## src/rtl/toggle_decoder.sv

```systemverilog
// rtl/toggle_decoder.sv - toggle-encoded event line to pulse plus saturating handshake counter
module toggle_decoder #(
    parameter int SYNC_STAGES = 2,
    parameter int CNT_W       = 8
) (
    input  logic             clk,
    input  logic             reset,
    input  logic             tin,
    output logic             pulse,
    output logic             rd_valid,
    input  logic             rd_ready,
    output logic [CNT_W-1:0] rd_count,
    output logic             ovf
);

    typedef enum logic [1:0] {
        ARM  = 2'd0,
        IDLE = 2'd1,
        PEND = 2'd2
    } state_t;

    localparam logic [CNT_W-1:0] ACC_MAX  = '1;
    localparam logic [CNT_W-1:0] ACC_ONE  = CNT_W'(1);
    localparam logic [2:0]       ARM_LAST = 3'(SYNC_STAGES);

    state_t                 state_q, state_d;
    logic [SYNC_STAGES-1:0] sync_q;
    logic                   prev_q;
    logic [2:0]             arm_q, arm_d;
    logic [CNT_W-1:0]       acc_q, acc_d;
    logic                   ovf_q, ovf_d;
    logic                   pulse_q;

    logic                   edge_det;
    logic                   hs;

    // Either polarity of transition at the synchroniser output is one event.
    assign edge_det = sync_q[SYNC_STAGES-1] ^ prev_q;
    assign hs       = (state_q == PEND) & rd_ready;

    // Next-state, accumulator and overflow decisions.
    always_comb begin
        state_d = state_q;
        arm_d   = arm_q;
        acc_d   = acc_q;
        ovf_d   = ovf_q;
        case (state_q)
            ARM: begin
                // Let the chain and prev settle on the current tin level.
                acc_d = '0;
                ovf_d = 1'b0;
                if (arm_q == ARM_LAST) begin
                    state_d = IDLE;
                end else begin
                    arm_d = arm_q + 3'd1;
                end
            end
            IDLE: begin
                if (edge_det) begin
                    acc_d   = ACC_ONE;
                    state_d = PEND;
                end
            end
            PEND: begin
                if (hs && edge_det) begin
                    // Consumer takes the old count; the new event starts afresh.
                    acc_d = ACC_ONE;
                    ovf_d = 1'b0;
                end else if (hs) begin
                    acc_d   = '0;
                    ovf_d   = 1'b0;
                    state_d = IDLE;
                end else if (edge_det) begin
                    if (acc_q == ACC_MAX) begin
                        ovf_d = 1'b1;
                    end else begin
                        acc_d = acc_q + ACC_ONE;
                    end
                end
            end
            default: begin
                state_d = ARM;
                arm_d   = '0;
                acc_d   = '0;
                ovf_d   = 1'b0;
            end
        endcase
    end

    // Falling-edge state register, synchroniser and registered pulse.
    always_ff @(negedge clk) begin
        if (reset) begin
            state_q <= ARM;
            sync_q  <= '0;
            prev_q  <= 1'b0;
            arm_q   <= '0;
            acc_q   <= '0;
            ovf_q   <= 1'b0;
            pulse_q <= 1'b0;
        end else begin
            sync_q[0] <= tin;
            for (int i = 1; i < SYNC_STAGES; i++) begin
                sync_q[i] <= sync_q[i-1];
            end
            prev_q  <= sync_q[SYNC_STAGES-1];
            state_q <= state_d;
            arm_q   <= arm_d;
            acc_q   <= acc_d;
            ovf_q   <= ovf_d;
            pulse_q <= edge_det & (state_q != ARM);
        end
    end

    assign pulse    = pulse_q;
    assign rd_valid = (state_q == PEND);
    assign rd_count = acc_q;
    assign ovf      = ovf_q;

endmodule
```

## config.mk

```make
export PLATFORM = sky130hd
export DESIGN_NAME = toggle_decoder
export DESIGN_NICKNAME = d
export VERILOG_FILES = /design/src/rtl/toggle_decoder.sv
export SDC_FILE = /design/constraint.sdc
export NUM_CORES = 1
export LEC_CHECK = 0
export ABC_AREA = 0
export BUFFER_PORTS_ARGS = -buffer_cell sky130_fd_sc_hd__buf_2
export CORE_MARGIN = 2
export CORE_UTILIZATION = 55
export DETAILED_ROUTE_END_ITERATION = 16
export GPL_TIMING_DRIVEN = 1
export HOLD_SLACK_MARGIN = 0.02
export PLACE_DENSITY = 0.85
export SETUP_SLACK_MARGIN = 0.02
export SLEW_MARGIN = 0
export SYNTH_ARGS = -nofsm -noshare
export SYNTH_HDL_FRONTEND = slang
export SYNTH_SLANG_ARGS = --single-unit
```

## constraint.sdc

```tcl
create_clock -name clk -period 2.13 [get_ports clk]
set_clock_uncertainty 0.1 [all_clocks]
set_input_delay 0.1065 -clock clk [delete_from_list [all_inputs] [get_ports clk]]
set_output_delay 0.1065 -clock clk [all_outputs]
set_load 0.05 [all_outputs]
```

* Word-level counts from Yosys, hierarchy flattened
Index checks and enable logic that the tools add are counted.
** Storage, ports and cells
- Bits in registers :: 18
- Input bits :: 4
- Output and inout port bits :: 11
- Word-level logic and storage cells :: 52
** Cells by class
- Add/sub/neg operators :: 2
- Eq/ne operators :: 12
- Muxes and demuxes :: 18
- Bitwise operators :: 5
- Reduce and logical (&&, ||, !) cells :: 8
** Operator list (number)
- 8-bit 2-to-1 mux :: 5
- 8-bit case mux with 2 select lines :: 1
- 8-bit by 1-bit adder with 8-bit output, second input constant :: 1
- 8-bit equality test, second input constant :: 1
- 2-bit 2-to-1 mux :: 4
- 2-bit inequality test, second input constant :: 4
- 4-bit by 1-bit inequality test with 1-bit output, second input constant :: 2
- 2-bit case mux with 3 select lines :: 1
- 3-bit case mux with 2 select lines :: 1
- 3-bit AND reduction :: 2
- 1-bit 2-to-1 mux :: 4
- 4-bit inequality test, second input constant :: 1
- 4-bit AND reduction :: 1
- 3-bit by 1-bit adder with 3-bit output, second input constant :: 1
- 3-bit by 2-bit equality test with 1-bit output, second input constant :: 1
- 3-bit 2-to-1 mux :: 1
- 1-bit AND :: 2
- 2-bit by 1-bit equality test with 1-bit output, second input constant :: 1
- 2-bit equality test, second input constant :: 1
- 2-bit logical NOT :: 1
- 2-bit by 1-bit inequality test with 1-bit output, second input constant :: 1
- 1-bit NOT :: 2
- 1-bit case mux with 2 select lines :: 1
- 2-bit AND reduction :: 1
- 4 further kinds :: 4

* Logic depth before layout (Yosys ltp)
Gate-level depths: netlist of run 1.
- Depth in word-level cells :: 6
- Mapped depth :: 7
- Gate-level depth less buffers :: 6

==> results of run 1 <==
==> per-layer routing <==
layer / GRT usage, % / up-vias
met3: 21.5 / 49
met4: 24.9 / 0
met5: 0 / -
met1: 36.4 / 656
met2: 55.7 / 154
li1: - / 586
==> per-stage QoR <==
stage	TNS, ns	setup slack, ns	power (mW)
finish	-0.661	-0.180	1.46
global route	-1.12	-0.224	1.53
CTS	-0.232	-0.190	1.29
detailed placement	-1.63	-0.260	0.988
global placement	-1.30	-0.215	0.966
floorplan	-0.0184	-0.0184	0.818
==> cells in the mapped netlist (2+ instances only) <==
library cell / instances / area [um^2]
o21ai_0: 6 / 30.0
ha_1: 8 / 100
a2111o_1: 2 / 22.5
a41oi_1: 2 / 17.5
o41ai_1: 2 / 17.5
nand3_1: 7 / 35.0
o31ai_1: 2 / 15.0
nand4_1: 5 / 31.3
nor3_1: 4 / 20.0
nor2_1: 6 / 22.5
nand2_1: 5 / 18.8
a31oi_1: 3 / 18.8
a21oi_1: 11 / 55.1
or3b_1: 2 / 17.5
inv_1: 10 / 37.5
and3_1: 2 / 12.5
nand2b_1: 3 / 18.8
nor2b_1: 6 / 37.5
clkbuf_1: 3 / 11.3
dfxtp_1: 18 / 360
nand3b_1: 2 / 15.0
==> registers in the layout, indices dropped and copies added (netlist names) <==
| register | flops |
|---|---|
| arm_q | 3 |
| ovf | 1 |
| prev_q | 1 |
| pulse | 1 |
| rd_count | 8 |
| state_q | 2 |
| sync_q | 2 |
==> what timing repair did <==
| item | in CTS | in global routing |
|---|---|---|
| buffers inserted | 7 | 6 |
| pin swaps | 1 | 1 |
| endpoints found under the setup margin | 11 | 13 |
| gates resized for setup | 50 | 7 |
==> layout make-up <==
cell class / instances / area (um^2)
Inverter: 9 / 33.8
Tap cell: 25 / 31.3
Timing Repair Buffer: 43 / 402
Clock buffer: 3 / 22.5
Multi-Input combinational cell: 93 / 684
Clock inverter: 19 / 72.6
Sequential cell: 18 / 388
Fill cell: 63 / 130
==> power groups by stage <==
stage | clock [mW] | sequential, mW | combinational [mW]
after floorplan | 0.0546 | 0.418 | 0.345
after global placement | 0.0546 | 0.407 | 0.504
after detailed placement | 0.0546 | 0.411 | 0.522
after CTS | 0.328 | 0.407 | 0.557
after global routing | 0.383 | 0.417 | 0.728
final | 0.370 | 0.411 | 0.677
==> worst min path at each step <==
stage,from,to,slack [ns],depth (start not counted)
2_1_floorplan,sync_q[0],sync_q[1],0.31,1
4_1_cts,sync_q[0],sync_q[1],0.35,1
3_3_place_gp,sync_q[0],sync_q[1],0.32,1
6_report,sync_q[0],sync_q[1],0.41,1
3_5_place_dp,sync_q[0],sync_q[1],0.34,1
5_1_grt,sync_q[0],sync_q[1],0.42,1
==> cell families (layout without fill, tap and decap cells) <==
logic type / Yosys count / count (layout) / share of synthesized area, %
simple gates: 47 / 47 / 25.7
compound gates: 34 / 34 / 21.8
flops: 18 / 18 / 34.5
buf+inv: 13 / 74 / 4.68
fa+ha+maj: 8 / 8 / 9.59
xor+xnor: 2 / 2 / 1.68
mux: 2 / 2 / 2.04
==> summary.txt, run 1 <==
Clock network
  • Max Root-Sink Buffers: 2
  • CTS Buf Count: 3
  • Clock latency on the worst-skew pair: between 0.4 and 0.5 ns
  • CTS Root Cell: clkbuf_4
  • H-tree depth: 1
  • Hold buffer count at cts: 0
  • Worst-path clk slew: 0.06 ns
  • TritonCTS clock tree: done
  • Clock Sink Count: 18

Pwr
  • P_sw: 689 uW
  • Pint: 769 uW
  • Flop pwr share: roughly 28%
  • Sw Share: 47.3%
  • Leakage: 0.751 nW
  • Pwr Density: roughly 890 nW/um^2
  • Max rail drop VDD: 0.876 mV
  • Combinational power share: 46.4%
  • Clock power share: 25.4%

Final layout
  • Most common cell after layout, fill and taps aside: buf_4
  • Design Area, Final: 1630 um^2
  • Nets: 198
  • Most frequent cells in the layout: buf_4 (28), inv_1 (26), buf_8 (11)
  • Antenna diodes: 0
  • Area Overhead vs Synth: 56.6%
  • Layout Cells excl Fill: 210
  • Share of cells above drive strength 1: 36.8%
  • Finished Core Util: 92.6%

GRT
  • Total grt overflow: 0
  • Pin count of the biggest net entering global routing: 11
  • Tot GR Track Use: 36.1%
  • Global-route wire length before repair: 5660 um
  • Antenna violations before repair: 0
  • Number of global-route vias before repair: 1261

Critical path
  • Worst setup path end: rd_valid
  • Worst Path Required: 1.92 ns
  • CP max stage cell: dfxtp_2
  • Flop-to-flop setup slack: -0.02 ns
  • Crit-path max FO: 2
  • Crit path from: state_q[0]
  • R2r worst-path depth: 6
  • CP cell instances: inv_2 > ha_4 > buf_8
  • CP startpoint kind: flip-flop
  • Crit path kind: flip-flop to output pin
  • Crit path largest cell delay: ~0.33 ns
  • RR Startpoint: rd_count[0]
  • Cell depth of the worst setup path: 3
  • Setup crit end kind: output pin
  • Worst path bufs/invs: 2
  • R2r endpoint: rd_count[5]
  • CP delay by family, top: flip-flops
  • Crit path DAT: roughly 2.1 ns

Timing
  • Hold WS: 0.412 ns
  • Final setup margin: -0.180 ns
  • Final Hold Fails: 0
  • RSZ-0062 raised after global routing: true
  • Max-slew headroom: 64.6%
  • Setup Viol. Count Final: 12
  • Final Max Slew Viols: 0
  • Slew @ Worst Pin: between 0.5 and 0.6 ns

Die
  • Die Y-Extent: around 48 um
  • Core ar.: about 1800 um^2
  • Starting Density: 59.1%
  • # IOs: 15
  • Floorplan row count: 15
  • Die Area: around 2300 um^2
  • Die width: 47.6 um

Detailed routing
  • Vias: 1445
  • Top Metal Used: met4
  • DR WL/cell: 21.7 um
  • Met1 WL: around 1500 um
  • Met2 routed WL: 2110 um
  • WL met3: 529 um
  • DRC Markers: 0
  • DRT iter0 DRCs: 138
  • Vias per cell: 6.88
  • 1st-pass router iterations: 9
  • Routed Antenna Nets: 0
  • Final wirelength: 4550 um

Placement
  • Number of port buffers: 14
  • Post-Place Cells: approximately 180
  • Placed Area: 1280 um^2
  • Hpwl dp: 1960 um
  • Routability congestion estimate from global placement: 0.911

Synthesis
  • Async SR Flop Fraction: 0%
  • Syn Std Cell Area: 1040 um^2
  • Synthesized area per cell: 8.42 um^2
  • Prevailing post-synth register cell: dfxtp_1
  • Register area share after synthesis: 34.5%
  • Syn Inst Count: about 120
  • Synth Net Count: 136
  • Post-synth EDFFs: 0
  • Distinct cell type count after synthesis: 36
  • #FFs+latches synth: 18
  • Yosys synthesis warning count: 0

Run status
  • Failing checks: negative setup slack
  • Outcome: finished, violations left

Hold path
  • HP Class: flip-flop to flip-flop

Flow run
  • MaxCap Viol Count: 0
(Power assumes the default switching activity.)
==> run 2: changes to the inputs <==
Settings changed: MAX_ROUTING_LAYER set to met4.
==> run 2 against run 1 <==
The flow still finishes with violations (negative setup slack); via count down 10%; core utilization shrank 1.4 points; setup slack improved by 0.00093 ns; die area is the same.
==> summary.txt, run 2 (synthesis gave the netlist of run 1 again) <==
Placement
  • Number of port buffers: 14
  • Placement Setup Slack: -0.234 ns
  • Hpwl dp: 1890 um
  • Routability congestion estimate from global placement: ~0.97

GRT
  • Total grt overflow: 0
  • Met2 usage: 57.0%
  • Global-route wire length before repair: between 5000 and 6000 um
  • Grt met3 use: 8.68%
  • Number of global-route vias before repair: approximately 1200
  • Pin count of the biggest net entering global routing: 13
  • Grt met1 use: 34.0%
  • Antenna violations before repair: 0
  • Tot GR Track Use: between 30% and 40%
  • Grt peak-use layer: met2

Final layout
  • Register area: 385 um^2
  • Antenna diodes: 0
  • Most frequent cells in the layout: buf_4 (28), inv_1 (26), buf_8 (11)
  • Nets: between 150 and 200
  • Area Overhead vs Synth: 54.2%
  • Footprint of the multi-input gates: 678 um^2
  • Max reg flops: 8
  • Fillers: 70
  • Most common cell after layout, fill and taps aside: buf_4
  • Share of cells above drive strength 1: a little over a third
  • Finished Core Util: between 90% and 100%

Pwr
  • Max rail drop VDD: 0.712 mV
  • Pwr Density: between 800 and 900 nW/um^2
  • Leakage: 0.741 nW

Clock network
  • H-tree depth: 1
  • CTS Buf Count: 3
  • Clock Sink Count: 18
  • Hold buffer count at cts: 0
  • TritonCTS clock tree: done
  • Max Root-Sink Buffers: 2
  • Worst-path clk slew: 0.04 ns
  • CTS Root Cell: clkbuf_4
  • Clock latency on the worst-skew pair: 0.42 ns

Detailed routing
  • DR WL/cell: around 18 um
  • 1st-pass router iterations: 4
  • Final wirelength: 3700 um
  • DRT iter0 DRCs: 112
  • Vias per cell: 6.23
  • Routed Antenna Nets: 0
  • Vias: 1295
  • DRC Markers: 0

Die
  • Die Y-Extent: roughly 48 um
  • # IOs: 15
  • Die width: 47.6 um
  • Die Area: 2260 um^2
  • Core ar.: 1760 um^2
  • Floorplan row count: 15
  • Starting Density: 59.1%

Critical path
  • Flop-to-flop setup slack: -0.02 ns
  • Crit path DAT: 2.10 ns
  • Crit-path max FO: 2
  • Worst Path Required: around 1.9 ns
  • R2r endpoint: rd_count[1]
  • Setup crit end kind: output pin
  • RR Startpoint: rd_count[0]
  • R2r worst-path depth: 7
  • Crit path from: state_q[0]
  • Crit path kind: flip-flop to output pin
  • CP startpoint kind: flip-flop

Timing
  • Slew @ Worst Pin: approximately 0.48 ns
  • Final Hold Fails: 0
  • Final setup margin: -0.180 ns
  • Hold WS: 0.375 ns
  • Final Max Slew Viols: 0
  • Max-slew headroom: 67.9%
  • Setup Viol. Count Final: 4
  • RSZ-0062 raised after global routing: true

Hold path
  • HP Class: flip-flop to flip-flop
  • HP Start: sync_q[0]
  • Min-Delay Path Depth: 1
  • Worst Hold End: sync_q[1]

Run status
  • Failing checks: negative setup slack
  • Outcome: finished, violations left

Flow run
  • MaxCap Viol Count: 0
[run 2: cell count changes in the layout (fill, tap and decap cells not counted), sizes merged]
cell | before | now
buf | 43 | 42
clkinvlp | 1 | 0
[run 2: per-stage QoR]
stage / power, mW / instances / TNS (ns) / area [um^2]
final: 1.37 / 208 / -0.358 / 1610
after global routing: 1.45 / 208 / -0.535 / 1610
after CTS: 1.30 / 204 / -0.182 / 1570
after detailed placement: 1.00 / 177 / -1.73 / 1290
after global placement: 0.979 / 177 / -1.51 / 1290
after floorplan: 0.818 / 124 / -0.0184 / 1070
[run 2: worst max-delay path by stage]
stage / end / slack, ns / cells after the start
4_1_cts: rd_valid / -0.18 / 3
6_report: rd_valid / -0.18 / 3
3_3_place_gp: rd_count[6] / -0.21 / 4
3_5_place_dp: rd_count[6] / -0.23 / 4
5_1_grt: rd_valid / -0.21 / 3
2_1_floorplan: rd_count[6] / -0.02 / 3
[run 2: timing repair]
item | in CTS | in global routing
pin swaps | 1 | 2
setup endpoints to repair | 11 | 13
gates resized for setup | 50 | 3
buffers inserted | 7 | 5
[run 2: power breakdown]
| part | internal (mW) | switching (mW) | leakage (nW) |
|---|---|---|---|
| clock network | 0.110 | 0.214 | 0.110 |
| logic | 0.275 | 0.361 | 0.478 |
| registers | 0.375 | 0.0311 | 0.153 |
[run 2: final cells by class]
cell class	count	area share (%)
Clock inverter	18	4.20
Timing Repair Buffer	42	24.3
Sequential cell	18	24.0
Inverter	9	2.10
Tap cell	25	1.94
Clock buffer	3	1.40
Multi-Input combinational cell	93	42.1
[run 2: critical path: stages (launching register included)]
cell and delay [ns]:
dfxtp_2 0.32, inv_2 0.05, ha_4 0.16, buf_8 0.14
[run 2: layer usage]
metal / part of all wire (%) / routed length, um
met5: 0 / 0
met4: 7.4 / 274
met3: 11 / 392
met2: 46 / 1690
met1: 36 / 1340
